`src/rtl/rv_arb_pkg.sv`:
```
// Shared types and helpers for the three-way memory port arbiter.
package rv_arb_pkg;

  typedef enum logic [1:0] {
    IDLE  = 2'b00,
    ISSUE = 2'b01,
    WAIT  = 2'b10
  } arb_state_e;

  localparam logic [1:0] SEL_A = 2'b00;
  localparam logic [1:0] SEL_B = 2'b01;
  localparam logic [1:0] SEL_C = 2'b10;

  // Map a requester index (0=A, 1=B, 2=C) onto the downstream mux select.
  // Anything out of range falls back to C so 2'b11 is never produced.
  function automatic logic [1:0] idx_to_sel(input logic [1:0] idx);
    case (idx)
      2'd0:    return SEL_A;
      2'd1:    return SEL_B;
      default: return SEL_C;
    endcase
  endfunction

endpackage

```
`src/rtl/rv_rr_pick3.sv`:
```
// Combinational round-robin picker for three requesters.
// Scans from (last+1) mod 3 upward with wrap and returns the first set bit.
module rv_rr_pick3
  import rv_arb_pkg::*;
(
  input  logic [2:0] req,
  input  logic [1:0] last,
  output logic [1:0] gnt_idx,
  output logic       any
);

  logic [1:0] start;

  // First requester after the previous winner, wrapping C back to A.
  always_comb begin
    start   = (last >= 2'd2) ? 2'd0 : last + 2'd1;
    gnt_idx = 2'd0;
    any     = 1'b0;
    for (int i = 0; i < 3; i++) begin
      int k;
      k = (int'(start) + i) % 3;
      if (!any && req[k]) begin
        any     = 1'b1;
        gnt_idx = 2'(k);
      end
    end
  end

endmodule

```
`src/rtl/rv_mem_arb3.sv`:
```
// Round-robin arbiter sharing one memory port between fetch (A),
// load/store (B) and debug (C). One transaction at a time:
// IDLE -> ISSUE (mem_valid until mem_ready) -> WAIT (until mem_rsp_valid).
// Optional feature: define RV_ARB_TIMEOUT_EN to bound WAIT at
// TIMEOUT_CYCLES and return an error response on expiry.
module rv_mem_arb3
  import rv_arb_pkg::*;
#(
  parameter int XLEN           = 64,
  parameter int TIMEOUT_CYCLES = 256
) (
  input  logic       clk,
  input  logic       rst_n,
  input  logic [2:0] req_valid,
  input  logic [2:0] req_we,
  output logic [2:0] req_ready,
  output logic [1:0] mux_sel,
  output logic       mem_valid,
  input  logic       mem_ready,
  input  logic       mem_rsp_valid,
  output logic [2:0] rsp_valid,
  output logic       rsp_err,
  output logic       busy
);

  if (XLEN < 1) begin : g_bad_xlen
    $error("rv_mem_arb3: XLEN must be positive");
  end
  if (TIMEOUT_CYCLES < 1) begin : g_bad_timeout
    $error("rv_mem_arb3: TIMEOUT_CYCLES must be positive");
  end

  // Write enables only steer the external mux; reads and writes are
  // sequenced identically here.
  logic unused_req_we;
  assign unused_req_we = ^req_we;

  arb_state_e state_q, state_d;
  logic [1:0] grant_q, grant_d;
  logic [1:0] last_q, last_d;
  logic [1:0] sel_q, sel_d;
  logic [1:0] pick_idx;
  logic       pick_any;

`ifdef RV_ARB_TIMEOUT_EN
  localparam int CNT_W = $clog2(TIMEOUT_CYCLES + 1);
  logic [CNT_W-1:0] cnt_q, cnt_d;
`endif

  rv_rr_pick3 u_pick (
    .req     (req_valid),
    .last    (last_q),
    .gnt_idx (pick_idx),
    .any     (pick_any)
  );

  assign mux_sel = sel_q;
  assign busy    = (state_q != IDLE);

  // Next-state and handshake outputs; all pulses are combinational per state.
  always_comb begin
    state_d   = state_q;
    grant_d   = grant_q;
    last_d    = last_q;
    sel_d     = sel_q;
    mem_valid = 1'b0;
    req_ready = 3'b000;
    rsp_valid = 3'b000;
    rsp_err   = 1'b0;
`ifdef RV_ARB_TIMEOUT_EN
    cnt_d     = cnt_q;
`endif
    case (state_q)
      IDLE: begin
        if (pick_any) begin
          grant_d = pick_idx;
          sel_d   = idx_to_sel(pick_idx);
          state_d = ISSUE;
        end
      end
      ISSUE: begin
        mem_valid = 1'b1;
        if (mem_ready) begin
          req_ready = 3'b001 << grant_q;
          last_d    = grant_q;
          state_d   = WAIT;
`ifdef RV_ARB_TIMEOUT_EN
          cnt_d     = '0;
`endif
        end
      end
      WAIT: begin
        // A real response always beats a coincident timeout.
        if (mem_rsp_valid) begin
          rsp_valid = 3'b001 << grant_q;
          state_d   = IDLE;
        end
`ifdef RV_ARB_TIMEOUT_EN
        else if (cnt_q == CNT_W'(TIMEOUT_CYCLES)) begin
          rsp_valid = 3'b001 << grant_q;
          rsp_err   = 1'b1;
          state_d   = IDLE;
        end else begin
          cnt_d = cnt_q + 1'b1;
        end
`endif
      end
      default: state_d = IDLE;
    endcase
  end

  // State registers; reset leaves A with first priority and drops any
  // in-flight transaction.
  always_ff @(posedge clk or negedge rst_n) begin
    if (!rst_n) begin
      state_q <= IDLE;
      grant_q <= 2'd0;
      last_q  <= 2'd2;
      sel_q   <= SEL_A;
    end else begin
      state_q <= state_d;
      grant_q <= grant_d;
      last_q  <= last_d;
      sel_q   <= sel_d;
    end
  end

`ifdef RV_ARB_TIMEOUT_EN
  // WAIT-cycle counter for the response timeout.
  always_ff @(posedge clk or negedge rst_n) begin
    if (!rst_n) cnt_q <= '0;
    else        cnt_q <= cnt_d;
  end
`endif

endmodule

```
`config.mk`:
```
export PLATFORM = sky130hd
export DESIGN_NAME = rv_mem_arb3
export DESIGN_NICKNAME = d
export VERILOG_FILES = /design/src/rtl/rv_arb_pkg.sv /design/src/rtl/rv_rr_pick3.sv /design/src/rtl/rv_mem_arb3.sv
export SDC_FILE = /design/constraint.sdc
export NUM_CORES = 1
export LEC_CHECK = 0
export ABC_AREA = 1
export CAP_MARGIN = 20
export CORE_UTILIZATION = 42
export CTS_CLUSTER_DIAMETER = 120
export DETAILED_ROUTE_END_ITERATION = 8
export GPL_ROUTABILITY_DRIVEN = 1
export PLACE_DENSITY = 0.84
export SYNTH_ARGS = -nofsm -noshare
export SYNTH_HDL_FRONTEND = slang
export SYNTH_SLANG_ARGS = --single-unit
```
`constraint.sdc`:
```
create_clock -name clk -period 1.9 [get_ports clk]
set_clock_uncertainty 0.05 [all_clocks]
set_input_delay 0.285 -clock clk [delete_from_list [all_inputs] [get_ports clk]]
set_output_delay 0.285 -clock clk [all_outputs]
set_load 0.05 [all_outputs]
```
Word level (Yosys, flattened, before mapping)
Cells that the tools add are included.
{"block": "classes", "n_addsub": 3, "div_mod_pow": 3, "order_cmp": 4, "n_eq_ne": 6, "shifts": 1, "n_mux": 26, "reduce_logical": 10}
{"cell": "less-than comparator 32 x 4 -> 1 bit, second input constant", "n": 3}
{"cell": "modulo 32 x 3 -> 32 bit, second input constant", "n": 2}
{"cell": "modulo 3 x 3 -> 32 bit, second input constant", "n": 1}
{"cell": "2-to-1 mux 2 bit", "n": 7}
{"cell": "2-to-1 mux 3 bit", "n": 4}
{"cell": "2-to-1 mux 1 bit", "n": 10}
{"cell": "binary-select mux 1 bit (select 2 bit)", "n": 3}
{"cell": "inequality test 2 bit, second input constant", "n": 3}
{"cell": "one-hot mux 2 bit (3 select lines)", "n": 1}
{"cell": "== test 2 x 1 -> 1 bit, second input constant", "n": 2}
{"cell": "logical NOT 2 bit", "n": 2}
{"cell": "one-hot mux 2 bit (2 select lines)", "n": 1}
{"cell": "AND reduction 2 bit", "n": 2}
{"cell": "adder 2 x 1 -> 3 bit, second input constant", "n": 1}
{"cell": "adder 2 x 2 -> 3 bit, second input constant", "n": 1}
{"cell": "AND reduction 3 bit", "n": 1}
{"cell": "<< shifter 1 x 2 -> 3 bit, first input constant", "n": 1}
{"cell": "adder 2 x 1 -> 2 bit, second input constant", "n": 1}
{"cell": "== test 2 bit, second input constant", "n": 1}
{"cell": "greater-or-equal comparator 2 bit, second input constant", "n": 1}
{"cell": "logical AND 1 bit", "n": 2}
{"cell": "logical NOT 1 bit", "n": 2}
{"cell": "nonzero test 2 bit", "n": 1}
{"block": "word_totals", "reg_bits": 8, "inputBits": 10, "output_inout_bits": 11, "wordCells": 57}

Longest topological paths before layout
Gate-level depths: netlist of run 1.
{"block": "depth", "depth_word": 15, "ltp_mapped": 10, "depth_no_buf": 9}

Modules after synthesis
A second synthesis of run 1 with hierarchy kept.
{"block": "unflattened", "hier_cells": 86, "area_unflattened_um2": 576.8}
{"mod": "rv_mem_arb3", "instances": 1, "cells_each": 52, "area_per_inst_um2": 404.1, "seq_area_each_um2": 201.4}
{"mod": "rv_rr_pick3", "instances": 1, "cells_each": 34, "area_per_inst_um2": 172.7, "seq_area_each_um2": 0.0}

Worst setup path after synthesis of run 1
No wires, ideal clock.
{"block": "synth_timing", "path_kind": "flip-flop to output port", "start": "reg state_q[1]", "end": "out req_ready[0]", "arrival_ps": 1743, "slack_ps": -178, "stages_incl_launch_ff": 6, "path_cell_list": "dfrtp_1 -> inv_1 -> nand2_1 -> inv_1 -> nand2_1 -> nor2_1"}
{"block": "synth_between", "elab_chain_len": 2}
{"element": "from (decl)", "line": "rv_mem_arb3.sv:38", "text": "arb_state_e state_q, state_d;"}
{"element": "from (signal assigned)", "line": "rv_mem_arb3.sv:121", "text": "state_q <= state_d;"}
{"element": "== test 2 x 1 -> 1 bit", "line": "rv_mem_arb3.sv:73", "text": "case (state_q)"}
{"element": "2-to-1 mux 3 bit", "line": "rv_mem_arb3.sv:73"}
{"element": "to (decl)", "line": "rv_mem_arb3.sv:16", "text": "output logic [2:0] req_ready,"}
No other way between the ends.

Worst setup path in the final report of run 1
{"block": "layout_timing", "start": "reg state_q[1]", "end": "out req_ready[2]"}
The elaborated chain is that of the path after synthesis.

==> results of run 1 <==
==> cells by family (layout without fill, tap and decap cells) <==
kind of cell	Yosys count	in the layout	synth area share, %
buffers and inverters	14	32	10.92
DFF	8	8	34.48
and+or+nand+nor	57	57	50.11
AOI/OAI and AO/OA	4	4	3.854
other	1	1	0.6418
==> cells in the mapped netlist (all sizes together) <==
cell   instances  area share (%)
dfrtp          7              30
buf            2             3.2
conb           1            0.64
nor3           1            0.86
o31ai          1             1.3
dfstp          1             4.5
inv           12             7.7
nor2          14              11
nand2         29              21
nand3         12              16
nand4          1             1.1
o21ai          3             2.6
==> area by class of cell <==
type | instances | area, um^2 | share of cell area (%)
Sequential cell | 8 | 201.4 | 24.39
Inverter | 12 | 45.04 | 5.455
Timing Repair Buffer | 16 | 215.2 | 26.06
Clock buffer | 4 | 26.28 | 3.182
Tap cell | 15 | 18.77 | 2.273
Multi-Input combinational cell | 62 | 319.1 | 38.64
==> how the worst min path moves through the flow <==
stage | from | to | cells past startpoint
floorplan | rst_n | grant_q[0] | 0
global placement | mux_sel[1] | mux_sel[1] | 2
detailed placement | mux_sel[0] | mux_sel[0] | 2
CTS | rst_n | state_q[0] | 1
global route | rst_n | grant_q[1] | 1
finish | rst_n | last_q[0] | 1
==> layer usage <==
metal / part of all wire [%] / wire length [um] / track usage, %
met5: 0 / 0 / 0
met4: 1.6 / 22 / 16.38
met3: 6.6 / 92 / 5.114
met2: 54 / 748 / 39.17
met1: 38 / 531 / 24.47
==> power groups by stage <==
stage / Sequential, uW / Clock [uW] / Combinational [uW]
floorplan: 367 / 0 / 669
global placement: 338 / 0 / 924
detailed placement: 346 / 0 / 960
CTS: 344 / 148 / 963
global route: 355 / 154 / 1040
finish: 344 / 138 / 956
==> flip-flops by register name (all words and copies together) (netlist names) <==
name,count
last_q,2
state_q,2
grant_q,2
mux_sel,2
==> placed cells by master (no fill, tap or decap), types with 2 or more instances in the layout <==
master                            instances
sky130_fd_sc_hd__buf_4                    2
sky130_fd_sc_hd__clkdlybuf4s50_1          8
sky130_fd_sc_hd__o21ai_0                  3
sky130_fd_sc_hd__nor2_2                   2
sky130_fd_sc_hd__nor2_1                  11
sky130_fd_sc_hd__dfrtp_1                  7
sky130_fd_sc_hd__clkbuf_4                 3
sky130_fd_sc_hd__inv_2                    2
sky130_fd_sc_hd__nand2_1                 25
sky130_fd_sc_hd__buf_12                   6
sky130_fd_sc_hd__nand3_2                  4
sky130_fd_sc_hd__nand3_1                  7
sky130_fd_sc_hd__nand2_2                  3
sky130_fd_sc_hd__inv_1                   10
==> metrics by stage <==
step           worst slack [ns]  cells  hold WS [ns]  total power [uW]
2_1_floorplan           -0.1779     84      -0.06059              1036
3_3_place_gp             0.2492    113        0.4140              1262
3_5_place_dp             0.1869    113        0.4253              1306
4_1_cts                  0.1088    117        0.2633              1455
5_1_grt               -0.007201    117        0.2827              1551
6_report                 0.1240    117        0.2649              1438
==> critical path, cell delays in order, from the launching register on <==
cell and delay (ns):
sky130_fd_sc_hd__dfrtp_1 0.38, sky130_fd_sc_hd__inv_1 0.09, sky130_fd_sc_hd__nand2_1 0.07, sky130_fd_sc_hd__inv_1 0.07, sky130_fd_sc_hd__nand2_1 0.16, sky130_fd_sc_hd__nor2_1 0.24
sky130_fd_sc_hd__buf_12 0.17
==> run_summary.xml, run 1 <==
<?xml version="1.0" encoding="UTF-8"?>
<metrics>
  <group name="global_route">
    <metric name="grt.total_usage" unit="%">22.90</metric>
    <metric name="wire_length_of_the_first_global_routing_pass" unit="um">2290</metric>
    <metric name="antenna_found_initial" unit="">0</metric>
    <metric name="grt_pass1_vias" unit="">574</metric>
    <metric name="pin_count_of_the_biggest_net_entering_global_routing" unit="">10</metric>
    <metric name="globalRoute.totalOverflow" unit="">0</metric>
  </group>
  <group name="placed_design">
    <metric name="weighted_congestion_at_the_end_of_routability_driven_global_placement" unit="">0.6712</metric>
    <metric name="placed_cell_area" unit="um^2">799.5</metric>
    <metric name="count_of_input_and_output_buffers" unit="">16</metric>
    <metric name="hpwlAfterDp" unit="um">1145</metric>
  </group>
  <group name="clock_tree">
    <metric name="insertion_delay" unit="ns">0.25</metric>
    <metric name="post_cts_resized" unit="">0</metric>
    <metric name="tritoncts.num_buffers" unit="">3</metric>
    <metric name="clock_tree.buffer_depth" unit="">2</metric>
    <metric name="cts_max_level" unit="">1</metric>
    <metric name="cts_root_buf" unit="">sky130_fd_sc_hd__clkbuf_4</metric>
    <metric name="clock_tree_from_tritoncts" unit="">yes</metric>
    <metric name="cts_num_sinks" unit="">8</metric>
    <metric name="clk_transition_reported_paths" unit="ns">0.05</metric>
    <metric name="hold_buffers" unit="">0</metric>
    <metric name="cts.repair_timing.setup_buffer_count" unit="">0</metric>
  </group>
  <group name="floorplan">
    <metric name="io-pin-count" unit="">21</metric>
    <metric name="placeableCoreArea" unit="um^2">1301</metric>
    <metric name="dieWidth" unit="um">39.30</metric>
    <metric name="fp-row-count" unit="">13</metric>
    <metric name="initial_utilization" unit="%">44.90</metric>
    <metric name="dieHeight" unit="um">39.30</metric>
    <metric name="die-area" unit="um^2">1544</metric>
  </group>
  <group name="yosys">
    <metric name="synth_cell_type_count" unit="">20</metric>
    <metric name="syn_area_per_cell" unit="um^2">6.956</metric>
    <metric name="syn_nets" unit="">94</metric>
    <metric name="synth-seq-area-share" unit="%">34.48</metric>
    <metric name="synthesis.instances" unit="">84</metric>
    <metric name="syn_area" unit="um^2">584.3</metric>
    <metric name="synthesis.yosys.warnings" unit="">0</metric>
    <metric name="yosys_register_bits" unit="">8</metric>
  </group>
  <group name="layout">
    <metric name="design.final.nets" unit="">113</metric>
    <metric name="antenna_cells_inserted" unit="">0</metric>
    <metric name="postLayoutCoreUtil" unit="%">63.46</metric>
    <metric name="final_layout_size_suffix_gt1_share" unit="%">25.49</metric>
    <metric name="postLayoutCellArea" unit="um^2">825.8</metric>
    <metric name="fillers" unit="">123</metric>
    <metric name="synthToLayoutAreaGrowth" unit="%">41.33</metric>
  </group>
  <group name="power">
    <metric name="combPwrFrac" unit="%">66.5</metric>
    <metric name="switching_share" unit="%">54.11</metric>
    <metric name="switchingPower" unit="uW">777.9</metric>
    <metric name="total_leakage_power" unit="uW">0.0004155</metric>
    <metric name="pwr-share-seq" unit="%">23.9</metric>
    <metric name="power.density_cell_area" unit="nW/um^2">1741</metric>
    <metric name="worst_ir_drop_vdd" unit="mV">1.016</metric>
    <metric name="internal-power" unit="uW">659.8</metric>
    <metric name="clock_power_share" unit="%">9.6</metric>
  </group>
  <group name="route">
    <metric name="drt.antenna.violating_nets" unit="">0</metric>
    <metric name="route.final.wire_length" unit="um">1395</metric>
    <metric name="routedWlPerCell" unit="um">11.92</metric>
    <metric name="dr.first_iter.drc_count" unit="">12</metric>
    <metric name="via_count" unit="">579</metric>
    <metric name="drt_first_pass_iters" unit="">4</metric>
    <metric name="via_per_inst" unit="">4.949</metric>
    <metric name="remaining_drc_errors" unit="">0</metric>
  </group>
  <group name="worst_setup_path">
    <metric name="worst-path-max-fanout" unit="">8</metric>
    <metric name="r2r_setup_slack" unit="ns">0.34</metric>
    <metric name="worst_r2r_startpoint" unit="">last_q[1]</metric>
    <metric name="rr_worst_depth" unit="">9</metric>
    <metric name="worst_setup_path_start_kind" unit="">register</metric>
    <metric name="worst-endpoint-arrival" unit="ns">1.44</metric>
    <metric name="regToRegEndpoint" unit="">grant_q[0]</metric>
    <metric name="setup.worst_path.class" unit="">reg2out</metric>
    <metric name="setup.worst_path.end_class" unit="">primary output</metric>
    <metric name="crit_path_end" unit="">req_ready[2]</metric>
    <metric name="crit_path_start" unit="">state_q[1]</metric>
    <metric name="timing.critical_path.required" unit="ns">1.56</metric>
  </group>
  <group name="run">
    <metric name="maxcap_viol_count" unit="">0</metric>
  </group>
  <group name="timing">
    <metric name="report.final.setup_viol" unit="">0</metric>
    <metric name="fmax" unit="MHz">563.1</metric>
    <metric name="fraction_of_the_cycle_the_final_worst_path_needs" unit="%">93.47</metric>
    <metric name="fin_setup_tns" unit="ns">0</metric>
    <metric name="max_slew.worst_pin.slew" unit="ns">0.4988</metric>
    <metric name="final_critical_path_required_period" unit="ns">1.776</metric>
    <metric name="slew-limit-headroom" unit="%">66.64</metric>
    <metric name="rsz_0062_raised_after_global_routing" unit="">yes</metric>
    <metric name="final-max-slew-violation-count" unit="">0</metric>
    <metric name="timing_hold_violations_final" unit="">0</metric>
  </group>
  <group name="min_path">
    <metric name="min-delay-path-class" unit="">in2async</metric>
  </group>
  <group name="status">
    <metric name="outcome" unit="">completed</metric>
  </group>
</metrics>
Note: power is estimated with default switching activity, not from simulation.
==> inputs of run 2 (changes only) <==
--- a/config.mk
+++ b/config.mk
@@ -12,6 +12,7 @@
 export DETAILED_ROUTE_END_ITERATION = 8
 export GPL_ROUTABILITY_DRIVEN = 1
 export PLACE_DENSITY = 0.84
+export REMOVE_ABC_BUFFERS = 1
 export SYNTH_ARGS = -nofsm -noshare
 export SYNTH_HDL_FRONTEND = slang
 export SYNTH_SLANG_ARGS = --single-unit
==> run_summary.xml, run 2 (same netlist as run 1, synthesis figures left out) <==
<?xml version="1.0" encoding="UTF-8"?>
<metrics>
  <group name="clock_tree">
    <metric name="tritoncts.num_buffers" unit="">3</metric>
    <metric name="clock_tree_from_tritoncts" unit="">yes</metric>
    <metric name="clk_transition_reported_paths" unit="ns">0.06</metric>
    <metric name="insertion_delay" unit="ns">0.25</metric>
    <metric name="clock_tree.buffer_depth" unit="">2</metric>
    <metric name="hold_buffers" unit="">0</metric>
    <metric name="cts_num_sinks" unit="">8</metric>
    <metric name="cts_root_buf" unit="">sky130_fd_sc_hd__clkbuf_4</metric>
    <metric name="cts.repair_timing.setup_buffer_count" unit="">0</metric>
    <metric name="cts_max_level" unit="">1</metric>
    <metric name="post_cts_resized" unit="">0</metric>
  </group>
  <group name="worst_setup_path">
    <metric name="setup.worst_path.end_class" unit="">primary output</metric>
    <metric name="worst-path-buf-inv" unit="">3</metric>
    <metric name="critical_path.max_stage_delay" unit="ns">0.38</metric>
    <metric name="worst_r2r_startpoint" unit="">last_q[1]</metric>
    <metric name="worst-path-max-fanout" unit="">8</metric>
    <metric name="worst-endpoint-arrival" unit="ns">1.41</metric>
    <metric name="rr_worst_depth" unit="">8</metric>
    <metric name="cp_cell_sequence" unit="">inv_1 &gt; nand2_1 &gt; inv_1 &gt; nand2_1 &gt; nor2_1 &gt; buf_12</metric>
    <metric name="worst_path_max_delay_cell" unit="">sky130_fd_sc_hd__dfrtp_1</metric>
    <metric name="worst_setup_path_start_kind" unit="">register</metric>
    <metric name="r2r_setup_slack" unit="ns">0.36</metric>
    <metric name="timing.critical_path.required" unit="ns">1.56</metric>
    <metric name="regToRegEndpoint" unit="">mux_sel[0]</metric>
    <metric name="cpLargestDelayFamily" unit="">simple AND/OR/NAND/NOR gates</metric>
    <metric name="setup.worst_path.class" unit="">reg2out</metric>
  </group>
  <group name="min_path">
    <metric name="min-delay-path-class" unit="">in2async</metric>
  </group>
  <group name="power">
    <metric name="total_leakage_power" unit="uW">0.0004155</metric>
    <metric name="power.density_cell_area" unit="nW/um^2">1723</metric>
    <metric name="worst_ir_drop_vdd" unit="mV">1.157</metric>
  </group>
  <group name="floorplan">
    <metric name="dieWidth" unit="um">39.30</metric>
    <metric name="fp-row-count" unit="">13</metric>
    <metric name="die-area" unit="um^2">1544</metric>
    <metric name="placeableCoreArea" unit="um^2">1301</metric>
    <metric name="initial_utilization" unit="%">44.90</metric>
    <metric name="dieHeight" unit="um">39.30</metric>
    <metric name="io-pin-count" unit="">21</metric>
  </group>
  <group name="layout">
    <metric name="antenna_cells_inserted" unit="">0</metric>
    <metric name="final_layout_size_suffix_gt1_share" unit="%">25.49</metric>
    <metric name="synthToLayoutAreaGrowth" unit="%">41.33</metric>
    <metric name="area.sequential" unit="um^2">201.4</metric>
    <metric name="multiInputGateArea" unit="um^2">319.1</metric>
    <metric name="postLayoutCellArea" unit="um^2">825.8</metric>
    <metric name="mostFrequentLayoutCells" unit="">sky130_fd_sc_hd__nand2_1 (25), sky130_fd_sc_hd__nor2_1 (11), sky130_fd_sc_hd__inv_1 (10)</metric>
    <metric name="design.final.nets" unit="">113</metric>
    <metric name="fillers" unit="">124</metric>
    <metric name="most_frequent_standard_cell_in_the_layout_excluding_fill_and_tap_cells" unit="">sky130_fd_sc_hd__nand2_1</metric>
  </group>
  <group name="global_route">
    <metric name="grt.met3_usage" unit="%">3.409</metric>
    <metric name="grt_busiest_layer" unit="">met2</metric>
    <metric name="pin_count_of_the_biggest_net_entering_global_routing" unit="">10</metric>
    <metric name="grt_util_met2" unit="%">36.67</metric>
    <metric name="met1_usage" unit="%">18.37</metric>
    <metric name="antenna_found_initial" unit="">0</metric>
    <metric name="globalRoute.totalOverflow" unit="">0</metric>
    <metric name="grt.total_usage" unit="%">18.56</metric>
    <metric name="wire_length_of_the_first_global_routing_pass" unit="um">1918</metric>
    <metric name="grt_pass1_vias" unit="">494</metric>
  </group>
  <group name="timing">
    <metric name="final-max-slew-violation-count" unit="">0</metric>
    <metric name="worst_slack" unit="ns">0.1594</metric>
    <metric name="final_critical_path_required_period" unit="ns">1.741</metric>
    <metric name="report.final.setup_viol" unit="">0</metric>
    <metric name="timing_hold_violations_final" unit="">0</metric>
    <metric name="fraction_of_the_cycle_the_final_worst_path_needs" unit="%">91.61</metric>
    <metric name="fmax" unit="MHz">574.5</metric>
    <metric name="rsz_0062_raised_after_global_routing" unit="">no</metric>
  </group>
  <group name="route">
    <metric name="via_count" unit="">563</metric>
    <metric name="dr.first_iter.drc_count" unit="">6</metric>
    <metric name="route.final.wire_length" unit="um">1297</metric>
    <metric name="remaining_drc_errors" unit="">0</metric>
    <metric name="drt_first_pass_iters" unit="">5</metric>
    <metric name="drt.antenna.violating_nets" unit="">0</metric>
    <metric name="routedWlPerCell" unit="um">11.09</metric>
    <metric name="via_per_inst" unit="">4.812</metric>
  </group>
  <group name="placed_design">
    <metric name="hpwlAfterDp" unit="um">1058</metric>
    <metric name="dp_slack" unit="ns">0.2217</metric>
    <metric name="count_of_input_and_output_buffers" unit="">16</metric>
    <metric name="placed_cell_area" unit="um^2">799.5</metric>
    <metric name="weighted_congestion_at_the_end_of_routability_driven_global_placement" unit="">0.6791</metric>
  </group>
  <group name="run">
    <metric name="maxcap_viol_count" unit="">0</metric>
  </group>
  <group name="status">
    <metric name="outcome" unit="">completed</metric>
  </group>
</metrics>
==> run 2: metal layers <==
metal  routed length (um)  vias up  share of wire (%)
met5                    0        -                  0
met4                    6        0               0.46
met3                   72        2                5.6
met2                  669       20                 52
met1                  549      248                 42
li1                     -      293                  -
==> run 2: worst max path at each step <==
stage	cells past startpoint	slack [ns]	start	endpoint
3_3_place_gp	9	0.25	req_valid[1]	mux_sel[0]
4_1_cts	1	0.15	mux_sel[0]	mux_sel[0]
2_1_floorplan	5	-0.18	state_q[1]	req_ready[0]
3_5_place_dp	9	0.22	req_valid[1]	mux_sel[0]
6_report	6	0.16	state_q[1]	req_ready[0]
5_1_grt	6	0.03	state_q[1]	req_ready[2]
==> run 2: layout make-up <==
class | count | area share (%)
Inverter | 12 | 5.455
Timing Repair Buffer | 16 | 26.06
Sequential cell | 8 | 24.39
Tap cell | 15 | 2.273
Multi-Input combinational cell | 62 | 38.64
Clock buffer | 4 | 3.182
==> run 2: where the power goes <==
part,switching [uW],internal [uW]
Clock,57.2,80.3
Sequential,87.6,257
Combinational,618,322
==> run 2: stage by stage <==
stage / util, % / hold slack, ns / power, uW / instances / TNS [ns]
after CTS: 63.46 / 0.2771 / 1436 / 117 / 0
final: 63.46 / 0.2664 / 1423 / 117 / 0
after detailed placement: 61.44 / 0.4228 / 1292 / 113 / 0
after floorplan: - / -0.06059 / 1014 / 82 / -0.5337
after global routing: 63.46 / 0.2758 / 1520 / 117 / 0
after global placement: 61.44 / 0.4149 / 1262 / 113 / 0
